[src/rtl/iir_pkg.sv]
// rtl/iir_pkg.sv - shared sample width, Q1.15 saturation limits and sample type
package iir_pkg;
   localparam int SAMPLE_W = 16;
   typedef logic signed [SAMPLE_W-1:0] sample_t;
   localparam sample_t SAT_MAX = sample_t'(16'h7FFF);
   localparam sample_t SAT_MIN = sample_t'(16'h8000);
endpackage

[src/rtl/iir_out_decimator_if.sv]
// rtl/iir_out_decimator_if.sv - valid/ready output stream of the decimator
interface iir_out_decimator_if #(
   parameter int DW = iir_pkg::SAMPLE_W
);
   logic [DW-1:0] m_data;
   logic          m_valid;
   logic          m_ready;

   modport master (output m_data, output m_valid, input m_ready);
   modport slave  (input m_data, input m_valid, output m_ready);
endinterface

[src/rtl/iir_sync_fifo.sv]
// rtl/iir_sync_fifo.sv - first-word fall-through FIFO; a full FIFO accepts a push when popped
// the same cycle, and rdata_o keeps the last popped word while empty.
module iir_sync_fifo
   import iir_pkg::*;
#(
   parameter int DW    = SAMPLE_W,
   parameter int DEPTH = 8
) (
   input  logic                   clk,
   input  logic                   rst,
   input  logic                   clr,
   input  logic                   push_i,
   input  logic [DW-1:0]          wdata_i,
   input  logic                   pop_i,
   output logic [DW-1:0]          rdata_o,
   output logic                   full_o,
   output logic                   empty_o,
   output logic [$clog2(DEPTH):0] level_o
);
   localparam int AW = $clog2(DEPTH);

   logic [DW-1:0] mem_q [DEPTH];
   logic [AW-1:0] wr_ptr_q, rd_ptr_q;
   logic [AW:0]   cnt_q, cnt_d;
   logic [DW-1:0] last_q;
   logic          do_push, do_pop;

   assign empty_o = (cnt_q == '0);
   assign full_o  = (cnt_q == (AW+1)'(DEPTH));
   assign do_pop  = pop_i && !empty_o;
   assign do_push = push_i && (!full_o || do_pop);
   assign rdata_o = empty_o ? last_q : mem_q[rd_ptr_q];
   assign level_o = cnt_q;

   always_comb begin
      cnt_d = cnt_q;
      case ({do_push, do_pop})
         2'b10:   cnt_d = cnt_q + 1'b1;
         2'b01:   cnt_d = cnt_q - 1'b1;
         default: cnt_d = cnt_q;
      endcase
   end

   always_ff @(posedge clk or posedge rst) begin
      if (rst) begin
         wr_ptr_q <= '0;
         rd_ptr_q <= '0;
         cnt_q    <= '0;
         last_q   <= '0;
      end else if (clr) begin
         wr_ptr_q <= '0;
         rd_ptr_q <= '0;
         cnt_q    <= '0;
      end else begin
         if (do_push) wr_ptr_q <= wr_ptr_q + 1'b1;
         if (do_pop) begin
            rd_ptr_q <= rd_ptr_q + 1'b1;
            last_q   <= mem_q[rd_ptr_q];
         end
         cnt_q <= cnt_d;
      end
   end

   always_ff @(posedge clk) begin
      if (do_push && !clr) mem_q[wr_ptr_q] <= wdata_i;
   end
endmodule

[src/rtl/iir_out_decimator.sv]
// rtl/iir_out_decimator.sv - boxcar decimator with rounding, saturating gain and output FIFO.
// Optional IIR_OUT_PEAK_EN adds peak_abs, the running max of |y_in|.
module iir_out_decimator
   import iir_pkg::*;
#(
   parameter int DW      = SAMPLE_W,
   parameter int DEC     = 4,
   parameter int DEPTH   = 8,
   parameter int GAIN_SH = 0
) (
   input  logic                   clk,
   input  logic                   rst,
   input  logic                   clr,
   input  logic [DW-1:0]          y_in,
   input  logic                   y_valid,
   iir_out_decimator_if.master    m_if,
   output logic [$clog2(DEPTH):0] level,
   output logic [15:0]            ovf_cnt,
   output logic                   sat_flag
`ifdef IIR_OUT_PEAK_EN
   ,
   output logic [DW-1:0]          peak_abs
`endif
);
   localparam int L  = $clog2(DEC);
   localparam int PW = (L > 0) ? L : 1;
   localparam int AW = DW + L;
   localparam int SW = DW + 4;
   localparam int HI = (DW == SAMPLE_W) ? int'(SAT_MAX) : (2**(DW-1)) - 1;
   localparam int LO = (DW == SAMPLE_W) ? int'(SAT_MIN) : -(2**(DW-1));
   localparam logic signed [SW-1:0] HI_V  = SW'(HI);
   localparam logic signed [SW-1:0] LO_V  = SW'(LO);
   localparam logic [DW-1:0]        MAX_V = DW'(HI);
   localparam logic [DW-1:0]        MIN_V = DW'(LO);
   localparam logic signed [AW:0]   RND   = (L == 0) ? '0 : (AW+1)'(2**(L-1));

   logic [PW-1:0]        phase_q, phase_d;
   logic signed [AW-1:0] acc_q, acc_d, acc_sum, y_ext;
   logic [DW-1:0]        stg_q, stg_d, res;
   logic                 stg_vld_q, stg_vld_d;
   logic [15:0]          ovf_q, ovf_d;
   logic                 sat_q, sat_d;
   logic signed [AW:0]   rnd;
   logic signed [DW-1:0] avg;
   logic signed [SW-1:0] shv;
   logic                 last, sat_hi, sat_lo, fifo_full, fifo_empty, drop;

   assign y_ext   = AW'($signed(y_in));
   assign acc_sum = acc_q + y_ext;
   assign last    = (phase_q == PW'(DEC-1));
   // Widen by one bit so the half-LSB rounding offset cannot wrap the block sum.
   assign rnd     = $signed({acc_sum[AW-1], acc_sum}) + RND;
   assign avg     = DW'(rnd >>> L);
   assign shv     = SW'(avg) <<< GAIN_SH;
   assign sat_hi  = (shv > HI_V);
   assign sat_lo  = (shv < LO_V);
   assign res     = sat_hi ? MAX_V : (sat_lo ? MIN_V : shv[DW-1:0]);
   assign drop    = stg_vld_q && fifo_full && !(m_if.m_valid && m_if.m_ready);

   always_comb begin
      phase_d   = phase_q;
      acc_d     = acc_q;
      stg_d     = stg_q;
      sat_d     = sat_q;
      ovf_d     = ovf_q;
      stg_vld_d = y_valid && last;
      if (y_valid) begin
         if (last) begin
            phase_d = '0;
            acc_d   = '0;
            stg_d   = res;
            sat_d   = sat_q | sat_hi | sat_lo;
         end else begin
            phase_d = phase_q + 1'b1;
            acc_d   = acc_sum;
         end
      end
      if (drop && ovf_q != 16'hFFFF) ovf_d = ovf_q + 16'd1;
   end

   always_ff @(posedge clk or posedge rst) begin
      if (rst) begin
         phase_q   <= '0;
         acc_q     <= '0;
         stg_q     <= '0;
         stg_vld_q <= 1'b0;
         ovf_q     <= '0;
         sat_q     <= 1'b0;
      end else if (clr) begin
         phase_q   <= '0;
         acc_q     <= '0;
         stg_vld_q <= 1'b0;
         ovf_q     <= '0;
         sat_q     <= 1'b0;
      end else begin
         phase_q   <= phase_d;
         acc_q     <= acc_d;
         stg_q     <= stg_d;
         stg_vld_q <= stg_vld_d;
         ovf_q     <= ovf_d;
         sat_q     <= sat_d;
      end
   end

   iir_sync_fifo #(.DW(DW), .DEPTH(DEPTH)) u_fifo (
      .clk     (clk),
      .rst     (rst),
      .clr     (clr),
      .push_i  (stg_vld_q),
      .wdata_i (stg_q),
      .pop_i   (m_if.m_ready),
      .rdata_o (m_if.m_data),
      .full_o  (fifo_full),
      .empty_o (fifo_empty),
      .level_o (level)
   );

   assign m_if.m_valid = !fifo_empty;
   assign ovf_cnt      = ovf_q;
   assign sat_flag     = sat_q;

`ifdef IIR_OUT_PEAK_EN
   logic [DW-1:0] peak_q, peak_d, abs_y;

   // The most negative sample has no positive twin; clip it to full scale.
   assign abs_y = (y_in == MIN_V) ? MAX_V : (y_in[DW-1] ? (~y_in + 1'b1) : y_in);

   always_comb begin
      peak_d = peak_q;
      if (y_valid && abs_y > peak_q) peak_d = abs_y;
   end

   always_ff @(posedge clk or posedge rst) begin
      if (rst)      peak_q <= '0;
      else if (clr) peak_q <= '0;
      else          peak_q <= peak_d;
   end

   assign peak_abs = peak_q;
`endif
endmodule

[src/flat_wrapper.sv]
// flat-port wrapper written by rule: the top's interface ports become plain ports
module iir_out_decimator_flat import iir_pkg::*;
#(
   parameter int DW      = SAMPLE_W,
   parameter int DEC     = 4,
   parameter int DEPTH   = 8,
   parameter int GAIN_SH = 0
)
  (clk, rst, clr, y_in, y_valid, level, ovf_cnt, sat_flag, m_if_m_data, m_if_m_valid, m_if_m_ready);
  iir_out_decimator_if #(.DW(DW)) m_if_i ();
  input  logic clk;
  input  logic rst;
  input  logic clr;
  input  logic [DW-1:0] y_in;
  input  logic y_valid;
  output logic [$clog2(DEPTH):0] level;
  output logic [15:0] ovf_cnt;
  output logic sat_flag;
  output wire logic [$bits(m_if_i.m_data)-1:0] m_if_m_data;
  output wire logic [$bits(m_if_i.m_valid)-1:0] m_if_m_valid;
  input wire logic [$bits(m_if_i.m_ready)-1:0] m_if_m_ready;
  assign m_if_m_data = m_if_i.m_data;
  assign m_if_m_valid = m_if_i.m_valid;
  assign m_if_i.m_ready = m_if_m_ready;
  iir_out_decimator #(.DW(DW), .DEC(DEC), .DEPTH(DEPTH), .GAIN_SH(GAIN_SH)) u_core (.clk(clk), .rst(rst), .clr(clr), .y_in(y_in), .y_valid(y_valid), .m_if(m_if_i), .level(level), .ovf_cnt(ovf_cnt), .sat_flag(sat_flag));
endmodule
[config.mk]
export PLATFORM = sky130hd
export DESIGN_NAME = iir_out_decimator_flat
export DESIGN_NICKNAME = d
export VERILOG_FILES = /design/src/rtl/iir_pkg.sv /design/src/rtl/iir_out_decimator_if.sv /design/src/rtl/iir_sync_fifo.sv /design/src/rtl/iir_out_decimator.sv /design/src/flat_wrapper.sv
export SDC_FILE = /design/constraint.sdc
export NUM_CORES = 1
export LEC_CHECK = 0
export BUFFER_PORTS_ARGS = -buffer_cell sky130_fd_sc_hd__buf_2
export CELL_PAD_IN_SITES_DETAIL_PLACEMENT = 1
export CELL_PAD_IN_SITES_GLOBAL_PLACEMENT = 1
export CORE_MARGIN = 1.5
export CORE_UTILIZATION = 46
export CTS_CLUSTER_DIAMETER = 30
export DETAILED_ROUTE_END_ITERATION = 12
export GPL_ROUTABILITY_DRIVEN = 0
export PLACE_DENSITY_LB_ADDON = 0.2
export SKIP_CTS_REPAIR_TIMING = 1
export SYNTH_ARGS = -nofsm -noshare
export SYNTH_HDL_FRONTEND = slang
export SYNTH_SLANG_ARGS = --single-unit
[constraint.sdc]
create_clock -name clk -period 2.5 [get_ports clk]
set_input_delay 0.5 -clock clk [delete_from_list [all_inputs] [get_ports clk]]
set_output_delay 0.5 -clock clk [all_outputs]
set_load 0.02 [all_outputs]
==> results.json <==
{
  "io_buffers": 58,
  "synthTopCellsByCount": "edfxtp_1 (128), nor2_1 (81), dfrtp_1 (80), nand2_1 (57), a21oi_1 (55)",
  "fin_skew_ps": 40.6,
  "clk_pin_slew_worst_paths_ps": 50,
  "synth_xor_area_share_pct": 3.97,
  "drv_slew": 0,
  "fin_ws_ps": -289,
  "initial_core_util_pct": 47.2,
  "place_inst": 1120,
  "crit_type": "flop to output port",
  "yosys.area_share.adder_pct": 3.53,
  "synth_edf_count": 128,
  "switchingPower_w": 0.00440,
  "timing.slew.headroom_pct": 50.0,
  "power.leakage_nw": 5.38,
  "seq_power_share_pct": 29.9,
  "synth_top_area_share_pct": 39.8,
  "synth_warnings": 0,
  "ys_async_sr_fraction_pct": 38.5,
  "fin_util_pct": 66.2,
  "min_period_ps": 2790,
  "synth_nets": 775,
  "drt_pass1_iterations": 4,
  "stdcell_count": 1231,
  "drive_above_1_share_pct": 41.0,
  "internal_power_w": 0.0102,
  "grt_pass1_vias": 7566,
  "synth-main-ff-cell": "edfxtp_1",
  "syn_avg_cell_area_um2": 13.2,
  "synth-simple-area-share_pct": 10.6,
  "clock-sinks": 208,
  "ios": 59,
  "antenna_found_initial": 0,
  "grt_max_degree": 81,
  "p_per_area_nw_per_um2": 1080,
  "num-nets-final": 969,
  "end_kind": "output port",
  "r2r_start": "u_core.acc_q[0]",
  "grt_overflow": 0,
  "grt_first_pass_wirelength_um": 41600,
  "wl_um": 28600,
  "violations": "setup timing",
  "yosysTopAreaCell": "edfxtp_1",
  "combinationalPowerShare_pct": 24.0,
  "synth_cells": 728,
  "core_um2": 20400,
  "groute.usage.overall_pct": 24.8,
  "swShare_pct": 30.1,
  "dpl.hpwl_um": 16500,
  "clock_latency_ps": 570,
  "finalHoldViolations": 0,
  "yosysSeqAreaShare_pct": 60.6,
  "cp.arrival_ps": 2290,
  "synth.distinct_cells": 66,
  "area_growth_pct": 40.2,
  "setup_violations": 24,
  "insertedDiodeCount": 0,
  "htreeDepth": 2,
  "drtAntennaViolNets": 0,
  "holdCritPathClass": "input pin to async pin",
  "fin_area_um2": 13500,
  "yosysMostFrequentCell": "edfxtp_1",
  "ir_drop_mv": 0.503,
  "path_max_fanout": 7,
  "num_vias": 6918,
  "cts_tree": "built",
  "die_w_um": 148,
  "dp_slack_ps": -449,
  "numCtsBuffers": 47,
  "yosys-top-cells-area": "edfxtp_1 (40%), dfrtp_1 (21%), mux4_2 (7.5%), nor2_1 (3.2%), ha_1 (3.1%)",
  "worstMarginPinSlew_ps": 747,
  "rows": 52,
  "synth_top_family_by_area": "simple AND/OR/NAND/NOR gates",
  "die_h_um": 148,
  "setup_tns_ps": -5040,
  "period_share_pct": 112,
  "clockRootBuffer": "clkbuf_16",
  "remaining_drc_errors": 0,
  "syn_area_um2": 9650,
  "drtIter0Drc": 363,
  "via_per_inst": 5.62,
  "rsz0062_at_grt": "true",
  "worstSetupStartpointType": "flop",
  "dieArea_um2": 21800,
  "placed_cell_area_um2": 11000,
  "drv_cap": 0,
  "clockBufferDepth": 3,
  "fmax_mhz": 359,
  "clkPwrFrac_pct": 46.1,
  "post_drt_wl_per_cell_um": 23.2,
  "ys_seq_elements": 208,
  "required_ps": 2000,
  "crit_start": "u_core.u_fifo.rd_ptr_q[0]",
  "muxShareOfSynthArea_pct": 9.34,
  "status": "complete, but fails checks",
  "synth_compound_area_share_pct": 10.0
}
## state kept, by name, summed over array words and instances (netlist names)
register and flops:
u_core.acc_q 18, u_core.u_fifo.wr_ptr_q 3, u_core.stg_q 16, u_core.ovf_cnt 16, u_core.sat_flag 1, u_core.u_fifo.last_q 16, u_core.phase_q 2, u_core.u_fifo.rd_ptr_q 3
u_core.u_fifo.level_o 4, u_core.stg_vld_q 1, u_core.u_fifo.mem_q 128
## path summary, 6_finish.rpt
kind	depth (start not counted)	end	slack, ps
min in group clk	2	u_core.ovf_cnt[14]	250
max in group asynchronous	3	u_core.u_fifo.last_q[6]	2040
worst max register to register	12	u_core.stg_q[15]	-230
worst min register to register	1	u_core.sat_flag	500
worst max-delay path	6	m_if_m_data[5]	-290
worst min-delay path	3	u_core.ovf_cnt[5]	80
## power by group through the flow
stage	clock network (W)	logic, W	registers (W)
finish	0.00673	0.00351	0.00437
global route	0.00696	0.00379	0.00440
CTS	0.00674	0.00286	0.00436
detailed placement	0	0.00281	0.00441
global placement	0	0.00268	0.00436
floorplan	0	0.00178	0.00429
## cells by family (layout without fill, tap and decap cells)
| family | Yosys count | after routing |
|---|---|---|
| AND/OR/NAND/NOR | 211 | 211 |
| flip-flops | 208 | 208 |
| AO/OA/AOI/OAI | 145 | 145 |
| multiplexers | 50 | 50 |
| buffers and inverters | 46 | 279 |
| XOR/XNOR | 42 | 42 |
| adder cells (fa/ha/maj) | 26 | 26 |
## final cells by class
class,instances,area (µm²)
multi-input cells,474,4200
well taps,270,338
inverters,14,56.3
clock buffers,54,1230
flip-flops and latches,208,5850
clock inverters,34,514
repair buffers,177,1340
fillers,1921,6900
## per-stage QoR
step / total power (W) / hold slack, ps
floorplan: 0.00607 / 454
global placement: 0.00704 / 480
detailed placement: 0.00722 / 491
CTS: 0.0140 / 97.2
global route: 0.0152 / 110
finish: 0.0146 / 76.4
## worst max-delay path: stages, from the launching register on
cell and delay, ps:
dfrtp_2 370, buf_12 150, buf_12 140, mux4_2 540
mux2i_4 200, a21oi_1 120, buf_2 190
## cells in the final DEF, fill, tap and decap left out, types with 7 or more instances in the layout
cell | Yosys | final
a21oi_1 | 55 | 46
a21oi_2 | 3 | 9
a22o_1 | 13 | 13
buf_2 | 8 | 51
buf_4 | 1 | 111
buf_6 | 0 | 7
bufinv_16 | 0 | 9
clkbuf_16 | 0 | 49
clkinvlp_4 | 0 | 9
dfrtp_1 | 80 | 79
edfxtp_1 | 128 | 128
ha_1 | 24 | 15
inv_1 | 14 | 12
inv_6 | 0 | 7
mux2i_2 | 0 | 7
mux2i_4 | 0 | 9
mux4_2 | 32 | 32
nand2_1 | 57 | 55
nand3_1 | 10 | 7
nor2_1 | 81 | 77
o21ai_0 | 28 | 18
o21ai_1 | 4 | 11
xnor2_1 | 13 | 8
xor2_1 | 27 | 23
## metal layers
metal  GRT usage, %  routed length (µm)  up-vias  share of wire (%)
met5              0                   0        -                  0
met4           9.55                 671        0                2.3
met3           4.20                1120       48                3.9
met2           44.3               15200      183                 53
met1           30.0               11600     3570                 41
li1               -                   -     3117                  -
No activity file was read; power rests on OpenSTA's default activity.
